**config.mk**
```make
export PLATFORM = sky130hd
export DESIGN_NAME = register_slice_chain
export DESIGN_NICKNAME = d
export VERILOG_FILES = /design/src/rtl/register_slice_chain.sv
export SDC_FILE = /design/constraint.sdc
export NUM_CORES = 1
export LEC_CHECK = 0
export CORE_MARGIN = 5
export CORE_UTILIZATION = 36
export CTS_BUF_LIST = sky130_fd_sc_hd__clkbuf_4
export DETAILED_ROUTE_END_ITERATION = 10
export GPL_TIMING_DRIVEN = 0
export PLACE_DENSITY_LB_ADDON = 0.12
export REMOVE_ABC_BUFFERS = 1
export SYNTH_ARGS = -nofsm -noshare
export SYNTH_HDL_FRONTEND = slang
export SYNTH_SLANG_ARGS = --single-unit
```
**constraint.sdc**
```tcl
create_clock -name clock -period 1.65 [get_ports clock]
set_input_delay 0.165 -clock clock [delete_from_list [all_inputs] [get_ports clock]]
set_output_delay 0.165 -clock clock [all_outputs]
set_load 0.01 [all_outputs]
```
**src/rtl/register_slice_chain.sv**
```systemverilog
// Cascade of STAGES valid/ready register slices (HALF, FORWARD or FULL skid type)
// with synchronous flush and a registered occupancy count for drain detection.
module register_slice_chain #(
  parameter int    WIDTH_BITS = 8,
  parameter int    STAGES     = 1,
  parameter string MODE       = "FULL",
  localparam int   OCC_BITS   = $clog2(2*STAGES+2)
) (
  input  logic                  clock,
  input  logic                  reset,
  input  logic                  flush,
  input  logic                  input_valid,
  output logic                  input_ready,
  input  logic [WIDTH_BITS-1:0] input_data,
  output logic                  output_valid,
  input  logic                  output_ready,
  output logic [WIDTH_BITS-1:0] output_data,
  output logic [OCC_BITS-1:0]   occupancy
);

  localparam bit IS_HALF = (MODE == "HALF");
  localparam bit IS_FWD  = (MODE == "FORWARD");

  if (STAGES == 0) begin : g_pass
    assign input_ready  = output_ready && !flush;
    assign output_valid = input_valid && !flush;
    assign output_data  = input_data;
    assign occupancy    = '0;
  end else begin : g_chain
    logic [STAGES-1:0]     main_valid_q, main_valid_d;
    logic [STAGES-1:0]     skid_valid_q, skid_valid_d;
    logic [WIDTH_BITS-1:0] main_data_q [STAGES];
    logic [WIDTH_BITS-1:0] main_data_d [STAGES];
    logic [WIDTH_BITS-1:0] skid_data_q [STAGES];
    logic [WIDTH_BITS-1:0] skid_data_d [STAGES];
    logic [OCC_BITS-1:0]   occ_q, occ_d;
    // rdy[k] is the ready seen by stage k's input; rdy[STAGES] is the block output side
    logic [STAGES:0]       rdy;
    logic [STAGES-1:0]     link_valid;
    logic [WIDTH_BITS-1:0] link_data [STAGES];

    always_comb begin
      logic chain;
      logic drain;
      logic accept;
      drain        = 1'b0;
      accept       = 1'b0;
      main_valid_d = main_valid_q;
      skid_valid_d = skid_valid_q;
      main_data_d  = main_data_q;
      skid_data_d  = skid_data_q;

      // Ready is built from registered state only, so the FORWARD ripple is a
      // plain OR chain rather than a loop through the stage array.
      chain       = output_ready && !flush;
      rdy[STAGES] = chain;
      for (int k = STAGES-1; k >= 0; k--) begin
        if (IS_HALF)     chain = !main_valid_q[k];
        else if (IS_FWD) chain = !main_valid_q[k] || chain;
        else             chain = !skid_valid_q[k];
        rdy[k] = chain;
      end

      link_valid[0] = input_valid && !flush;
      link_data[0]  = input_data;
      for (int k = 1; k < STAGES; k++) begin
        link_valid[k] = main_valid_q[k-1];
        link_data[k]  = main_data_q[k-1];
      end

      for (int k = 0; k < STAGES; k++) begin
        drain  = main_valid_q[k] && rdy[k+1];
        accept = link_valid[k] && rdy[k];
        if (IS_HALF) begin
          if (drain) main_valid_d[k] = 1'b0;
          if (accept) begin
            main_valid_d[k] = 1'b1;
            main_data_d[k]  = link_data[k];
          end
        end else if (IS_FWD) begin
          if (rdy[k]) begin
            main_valid_d[k] = link_valid[k];
            if (link_valid[k]) main_data_d[k] = link_data[k];
          end
        end else begin
          // accept implies an empty skid, so skid refill and accept never collide
          if (drain) begin
            if (skid_valid_q[k]) begin
              main_data_d[k]  = skid_data_q[k];
              skid_valid_d[k] = 1'b0;
            end else begin
              main_valid_d[k] = accept;
              if (accept) main_data_d[k] = link_data[k];
            end
          end else if (accept) begin
            if (!main_valid_q[k]) begin
              main_valid_d[k] = 1'b1;
              main_data_d[k]  = link_data[k];
            end else begin
              skid_valid_d[k] = 1'b1;
              skid_data_d[k]  = link_data[k];
            end
          end
        end
      end

      if (flush) begin
        main_valid_d = '0;
        skid_valid_d = '0;
        main_data_d  = main_data_q;
        skid_data_d  = skid_data_q;
      end

      occ_d = '0;
      for (int k = 0; k < STAGES; k++) begin
        occ_d = occ_d + OCC_BITS'(main_valid_d[k]) + OCC_BITS'(skid_valid_d[k]);
      end
    end

    always_ff @(posedge clock) begin
      if (reset) begin
        main_valid_q <= '0;
        skid_valid_q <= '0;
        occ_q        <= '0;
        for (int k = 0; k < STAGES; k++) begin
          main_data_q[k] <= '0;
          skid_data_q[k] <= '0;
        end
      end else begin
        main_valid_q <= main_valid_d;
        skid_valid_q <= skid_valid_d;
        occ_q        <= occ_d;
        main_data_q  <= main_data_d;
        skid_data_q  <= skid_data_d;
      end
    end

    assign input_ready  = rdy[0] && !flush;
    assign output_valid = main_valid_q[STAGES-1] && !flush;
    assign output_data  = main_data_q[STAGES-1];
    assign occupancy    = occ_q;
  end

endmodule

```
# After elaboration in Yosys (flattened, before gate mapping)
# Cells that the tools add are included.
# op_classes
addsub	1
reduce_logical	12
n_eq_ne	1
muxes	13
bitwise	2
# op_table
op	n
8-bit 2-to-1 mux	5
1-bit 2-to-1 mux	8
4-bit AND reduction	2
1-bit logical AND	6
2-bit nonzero test	2
1-bit by 1-bit adder with 2-bit output	1
1-bit zero test	2
2-bit by 1-bit inequality test with 1-bit output (second input constant)	1
1-bit inverter	2
# totals
in_bits	13
word_cells	34
regBits	20
out_inout_bits	12

# Logic depth before layout (Yosys ltp)
# Gate-level depths: netlist of run 1.
# logic_depth
depth_word	7
ltp_mapped	6
mapped_depth_nobuf	5

# Worst setup path after synthesis of run 1
# Ideal clock, no wire load.
# synth_path
path_type	input to register
from	input port output_ready
to	register g_chain.occ_q[0], in the netlist occupancy[0]
slack_ns	0.319
arrival_time_ns	1.196
setup_time_ns	0.135
t_required_ns	1.515
cell_stages	6
n_path_buf	1
cell_sequence	buf_2 -> clkinv_1 -> o21ai_0 -> a21oi_1 -> ha_1 -> nor2b_1
# synth_via
elab_chain_cells	5
word_cells_on_any_way	7
classes_between	1 x add/sub; 4 x mux; 2 x reduce/logical
# synth_lines
item	line	text
start, declared	16	input logic output_ready,
1-bit logical AND	55	chain = output_ready && !flush;
1-bit logical AND	72	drain = main_valid_q[k] && rdy[k+1];
1-bit 2-to-1 mux	87	if (drain) begin
1-bit 2-to-1 mux	107	if (flush) begin
via g_chain.main_valid_d	30	logic [STAGES-1:0] main_valid_q, main_valid_d;
1-bit by 1-bit adder with 2-bit output	116	occ_d = occ_d + OCC_BITS'(main_valid_d[k]) + OCC_BITS'(skid_valid_d[k]);
via g_chain.occ_d[0]	36	logic [OCC_BITS-1:0] occ_q, occ_d;
end signal, assigned	124	occ_q <= '0;
end signal, assigned	132	occ_q <= occ_d;
end, declared	36	
# The timed path passes the listed nets, and every way through them passes these cells.
# A chain may end at the register's enable or synchronous reset.

# Worst setup path in the final report of run 1
# layout_path
from	register g_chain.main_valid_q
to	output port output_valid
# layout_via
elab_chain_cells	1
# layout_lines
item	line	text
start, declared	30	
start signal, assigned	130	main_valid_q <= main_valid_d;
1-bit logical AND	139	assign output_valid = main_valid_q[STAGES-1] && !flush;
end, declared	15	output logic output_valid,
# Every way passes these cells.

==> results of run 1 <==
==> final timing paths <==
kind                                            start                                  end  slack (ns)
setup / recovery      g_chain.main_valid_q$_SDFF_PP0_                         output_valid        0.10
hold reg to reg   g_chain.skid_data_q[3]$_SDFFE_PP0P_  g_chain.skid_data_q[3]$_SDFFE_PP0P_        0.48
hold / removal                                  flush      g_chain.main_valid_q$_SDFF_PP0_        0.32
setup reg to reg      g_chain.skid_valid_q$_SDFF_PP0_          output_data[1]$_SDFFE_PP0P_        0.25
==> timing repair <==
action                     CTS  global route
setup endpoints to repair   11             1
setup buffers                2             0
hold buffers                 0             0
pin swaps                    1             0
gates resized for setup      4             1
==> final cells by class <==
class / instances / area (um2)
Fill cell: 262 / 1250
Multi-Input combinational cell: 67 / 497
Sequential cell: 20 / 402
Timing Repair Buffer: 26 / 254
Tap cell: 30 / 37.5
Clock inverter: 1 / 30.0
Clock buffer: 3 / 22.5
Inverter: 1 / 5.00
==> logic make-up (layout without fill, tap and decap cells) <==
kind of cell / Yosys count / count (layout) / synth area share, %
buf+inv: 10 / 31 / 6.03
compound gates: 38 / 38 / 28.3
simple gates: 20 / 20 / 14.0
fa+ha+maj: 1 / 1 / 1.31
flops: 20 / 20 / 41.9
mux: 8 / 8 / 8.39
==> registers in the layout, indices dropped and copies added, names as in the netlist <==
name and count:
g_chain.main_valid_q 1, g_chain.skid_data_q 8, g_chain.skid_valid_q 1, occupancy 2, output_data 8
==> synth_stat cells <==
cell,instances
a211oi_2,8
o21ai_0,9
buf_6,2
nand2b_1,3
nand3_1,8
ha_1,1
a31oi_1,8
a211oi_1,2
dfxtp_1,20
nor2_1,1
o21ba_1,1
nand4bb_1,1
clkbuf_1,3
nand4b_1,1
a21oi_1,10
nor2b_1,3
and3_4,1
buf_2,3
mux2i_1,8
and2b_2,1
clkinv_1,1
and4bb_2,1
clkbuf_2,1
==> power groups by stage <==
stage | logic [mW] | clock network [mW] | registers (mW)
after floorplan | 0.0629 | 0 | 0.529
after global placement | 0.164 | 0 | 0.523
after detailed placement | 0.165 | 0 | 0.524
after CTS | 0.165 | 0.415 | 0.513
after global routing | 0.178 | 0.440 | 0.517
final | 0.163 | 0.397 | 0.513
==> cell usage in the layout, fill, tap and decap left out, types with 3 or more instances in the layout <==
cell,count
clkdlybuf4s50_1,22
nand2b_1,3
mux2i_1,8
nor2b_1,3
a21oi_1,10
dfxtp_1,19
clkbuf_4,3
a31oi_1,8
a211oi_2,8
o21ai_0,9
nand3_1,8
==> metrics by stage <==
| stage | setup WS (ns) | hold slack, ns |
|---|---|---|
| finish | 0.105 | 0.323 |
| global placement | -0.584 | 0.459 |
| detailed placement | -0.589 | 0.467 |
| floorplan | 0.336 | 0.230 |
| global route | 0.0229 | 0.381 |
| CTS | 0.0782 | 0.317 |
==> layer usage <==
layer	share of wire (%)	GRT usage (%)	up-vias
li1	-	-	407
met1	50	21.2	371
met2	43	18.4	20
met3	6.6	1.89	2
met4	0.45	3.64	0
met5	0	0	-
==> critical path, delay by kind of cell (launching register included) <==
family / cells / cell delay, ns
buffers and inverters: 1 / 0.52
DFF: 1 / 0.41
and+or+nand+nor: 1 / 0.15
==> results by group, run 1 <==
Floorplan
  • Row count: 18
  • Area of the core: 2500 um2
  • IO Pins: 25
  • Die Height: 61.5 um
  • Die width: 61.5 um
  • Total die area: 3780 um2
  • Starting density of the core: 38.2%

Placed design
  • Post-DP HPWL: 1550 um
  • RePlAce Congestion: 0.711
  • Cells after DPL: 142
  • Post-DP Area: 1180 um2
  • Input/output buffers: 24

Yosys
  • Top cells by area, synth: dfxtp_1 42%, a211oi_2 10%, mux2i_1 8.4%
  • Syn avg cell area: 9.84 um2
  • Area of the mapped netlist: 955 um2
  • Synth warn: 0
  • Syn Inst Count: 97
  • Synthesized flop and latch total: 20
  • Synth unique cells: 23
  • Synth top area share: 41.9%
  • Cell taking the most area after synthesis: dfxtp_1
  • Post-synthesis sequential area ratio: 41.9%

Finish
  • ANT cells: 0
  • Final cell count without fillers: 148
  • Fin nets: 133
  • Fin area: 1250 um2
  • Final Util: 49.9%
  • Layout area overhead: 30.7%
  • Share of cells above drive strength 1: 16.1%

Worst hold path
  • Hold Path Class: input port to flop
  • Hold depth: 2

GRT
  • Vias in the first global route: 785
  • Overflow left after global routing: 0
  • Largest net degree at the start of global routing: 21
  • All-layer global routing usage: 13.4%
  • Antenna violations before repair: 0
  • Global-route wire length before repair: 3780 um

Power and ir drop
  • Tot Pwr: 1.07 mW
  • P_leak: 0.472 nW
  • Sequential Power Share: 47.8%
  • Pwr dens: 860 nW/um2
  • Sw Share: 22.4%
  • Net load switching power: 240 uW
  • Power share of the clock group: 37.0%
  • Int Power: 833 uW
  • Maximum vdd drop: 0.000501 V
  • Comb power frac: 15.2%

Clocking
  • Skew-Pair Late Insertion Delay: 0.30 ns
  • Worst-case clock buffer depth: 2
  • CTS buffer count: 3
  • Clock-pin slew on the worst setup and hold paths: 0.11 ns
  • Clock sinks: 20
  • H-tree depth: 1
  • CTS tree: done
  • Root buffer cell: clkbuf_4

Timing
  • Max-slew violation count: 0
  • Final setup vio count: 0
  • Fin crit share: 93.6%
  • Final Hold Viols: 0
  • Fmax: 647 MHz
  • Tmin final: 1.55 ns
  • Max_slew headroom: 39.1%
  • Worst-margin pin slew: 0.911 ns
  • Final TNS setup: 0 ns
  • Skew final: 0.00990 ns
  • RSZ-0062 raised after global routing: no

Setup path
  • CP Cell Sequence: and2b_2 > clkdlybuf4s50_1
  • Worst path slowest cell: clkdlybuf4s50_1
  • CP max FO: 9
  • Critical setup path kind: flop to output port
  • Worst Path Arrival: 1.38 ns
  • Crit path capture type: output port
  • CP Launch Type: flop
  • Slowest stage delay, CP: 0.52 ns
  • Reg2Reg Depth: 3
  • Critical Path RT: 1.48 ns

Drt
  • DRT Wirelength: 2240 um
  • DRC: 0
  • Drt first pass iters: 4
  • Initial drt markers: 37
  • Post-DR wirelength/cell: 15.1 um
  • Total vias in the final route: 800
  • Antenna Nets Post-Route: 0
  • Post-DR vias/cell: 5.41

Status
  • Status: finished clean

Flow run
  • Max cap viols: 0
Power figures use the tool's default switching activity.
==> run 2: changes to the inputs <==
Settings changed: SKIP_LAST_GASP from default to 1.
==> results of run 2 <==
No change in the layout: final DEF, timing and power equal those of run 1.
==> run 3: changes to the inputs <==
Settings changed: CORE_ASPECT_RATIO from default to 0.8.
==> run 3 against run 2 <==
  * Cell count up 3.4%
  * Register-to-register slack worse by 0.03 ns
  * Die area up 0.17%
  * Via count up 1.5%
  * Sequential power about the same
  * Setup slack worse by 0.0054 ns
  * Global-route usage down 0.32 points
  * Fmax down 0.35%
  * First-iteration DRC count up 2.7%
  * Design area down 1.5%
  * Clock skew down 0.0058 ns
  * Clock-buffer cell count unchanged
  * Critical endpoint unchanged
  * Highest routed layer unchanged
==> results by group, run 3 (synthesis results as in run 1) <==
Status
  • Status: finished clean

Setup path
  • R2R Setup Slk: 0.22 ns
  • Critical Path RT: 1.48 ns
  • R2r endpoint: output_data[0]$_SDFFE_PP0P_
  • Crit path capture type: output port
  • Reg2Reg Depth: 3
  • CP max FO: 9
  • CP Launch Type: flop
  • Critical setup path kind: flop to output port
  • Worst Path Arrival: 1.39 ns
  • Reg-to-reg critical path startpoint: g_chain.skid_valid_q$_SDFF_PP0_

Drt
  • DRC: 0
  • Total vias in the final route: 812
  • DRT Wirelength: 2260 um
  • Antenna Nets Post-Route: 0
  • Drt first pass iters: 4
  • Post-DR vias/cell: 5.31
  • Post-DR wirelength/cell: 14.8 um
  • Initial drt markers: 38

Clocking
  • CTS buffer count: 3
  • Worst-case clock buffer depth: 2
  • Clock-pin slew on the worst setup and hold paths: 0.10 ns
  • H-tree depth: 1
  • Root buffer cell: clkbuf_4
  • Clock sinks: 20
  • CTS tree: done
  • Skew-Pair Late Insertion Delay: 0.30 ns

Finish
  • Most frequent cells in the layout: 22 x clkdlybuf4s50_1, 19 x dfxtp_1, 10 x a21oi_1, 9 x o21ai_0
  • Fin nets: 133
  • Filler cells: 247
  • Layout area overhead: 28.7%
  • Share of cells above drive strength 1: 15.4%
  • ANT cells: 0
  • Final Util: 49.1%
  • Multi-input logic area: 497 um2
  • Commonest non-fill, non-tap cell in the layout: clkdlybuf4s50_1
  • Reg area: 402 um2

Timing
  • Fin crit share: 94.0%
  • Tmin final: 1.55 ns
  • Worst-margin pin slew: 0.900 ns
  • Final setup vio count: 0
  • Max_slew headroom: 39.8%
  • Skew final: 0.00410 ns
  • Fmax: 645 MHz
  • Max-slew violation count: 0
  • Final Hold Viols: 0
  • Final WS setup: 0.0994 ns
  • RSZ-0062 raised after global routing: yes

Placed design
  • Post-DP HPWL: 1540 um
  • Input/output buffers: 24
  • RePlAce Congestion: 0.710
  • Place WS: -0.649 ns

Floorplan
  • Die Height: 56.1 um
  • Total die area: 3790 um2
  • Starting density of the core: 38.2%
  • Die width: 67.6 um
  • Area of the core: 2500 um2
  • IO Pins: 25
  • Row count: 16

GRT
  • Largest net degree at the start of global routing: 21
  • M2 GR Usage: 19.3%
  • Global route hottest layer: met2
  • All-layer global routing usage: 13.0%
  • Global-route wire length before repair: 3710 um
  • M1 GR Usage: 17.7%
  • Vias in the first global route: 761
  • GR Util met3: 5.86%
  • Antenna violations before repair: 0
  • Overflow left after global routing: 0

Power and ir drop
  • P_leak: 0.466 nW
  • Pwr dens: 733 nW/um2
  • Maximum vdd drop: 0.000443 V

Flow run
  • Max cap viols: 0

Worst hold path
  • Hold depth: 2
  • Hold Crit Start: flush
  • WHS Endpoint: g_chain.main_valid_q$_SDFF_PP0_
  • Hold Path Class: input port to flop
run 3: cell types whose count changed in the layout (fill, tap and decap cells not counted), sizes merged:
cell | before | now
bufinv | 1 | 0
dlymetal6s2s | 0 | 1
dlygate4sd2 | 1 | 0
run 3: timing repair:
action,4_1_cts,5_1_grt
endpoints found under the setup margin,11,2
resized for setup,3,2
hold endpoints to repair,0,0
pin swaps,1,0
setup buffers,2,0
hold buffers,0,0
run 3: worst max path at each step:
stage | startpoint | to | slack (ns) | depth (start not counted)
after floorplan | g_chain.skid_valid_q$_SDFF_PP0_ | output_data[0]$_SDFFE_PP0P_ | 0.34 | 3
after global placement | output_ready | occupancy[0]$_SDFF_PP0_ | -0.64 | 6
after detailed placement | output_ready | occupancy[0]$_SDFF_PP0_ | -0.65 | 6
after CTS | flush | output_valid | 0.0005 | 3
after global routing | output_ready | occupancy[0]$_SDFF_PP0_ | -0.03 | 6
final | g_chain.main_valid_q$_SDFF_PP0_ | output_valid | 0.1 | 2
run 3: report_power, final:
| group | internal (mW) | switching (mW) | total (mW) | leakage, nW |
|---|---|---|---|---|
| registers | 0.501 | 0.0108 | 0.512 | 0.163 |
| logic | 0.0862 | 0.0771 | 0.163 | 0.289 |
| clock network | 0.0851 | 0.140 | 0.225 | 0.0138 |
| total | 0.673 | 0.228 | 0.901 | 0.466 |
run 3: cell type report:
type,count,area share (%)
multi-input cells,67,40.4
repair buffers,26,21.0
well taps,36,3.67
flip-flops and latches,20,32.7
clock buffers,3,1.83
inverters,1,0.407
run 3: worst max-delay path, stage by stage, from the launching register on:
cell and delay, ns:
dfxtp_2 0.41, and2b_2 0.15, clkdlybuf4s50_1 0.52
run 3: metrics by stage:
step           total power [mW]  hold slack (ns)  instance area, um2  std cells  setup TNS, ns
3_3_place_gp              0.686            0.460                1190        148          -5.83
3_5_place_dp              0.688            0.466                1190        148          -5.97
4_1_cts                   0.915            0.443                1220        153              0
2_1_floorplan             0.592            0.230                 901         88              0
6_report                  0.901            0.209                1230        153              0
5_1_grt                   0.952            0.217                1230        153        -0.0258
run 3: per-layer routing:
layer,share of wire (%),vias up,wire length (um)
met2,46,22,1050
met3,6.8,2,153
met1,47,384,1050
met4,0.40,0,9
met5,0,-,0
li1,-,404,-
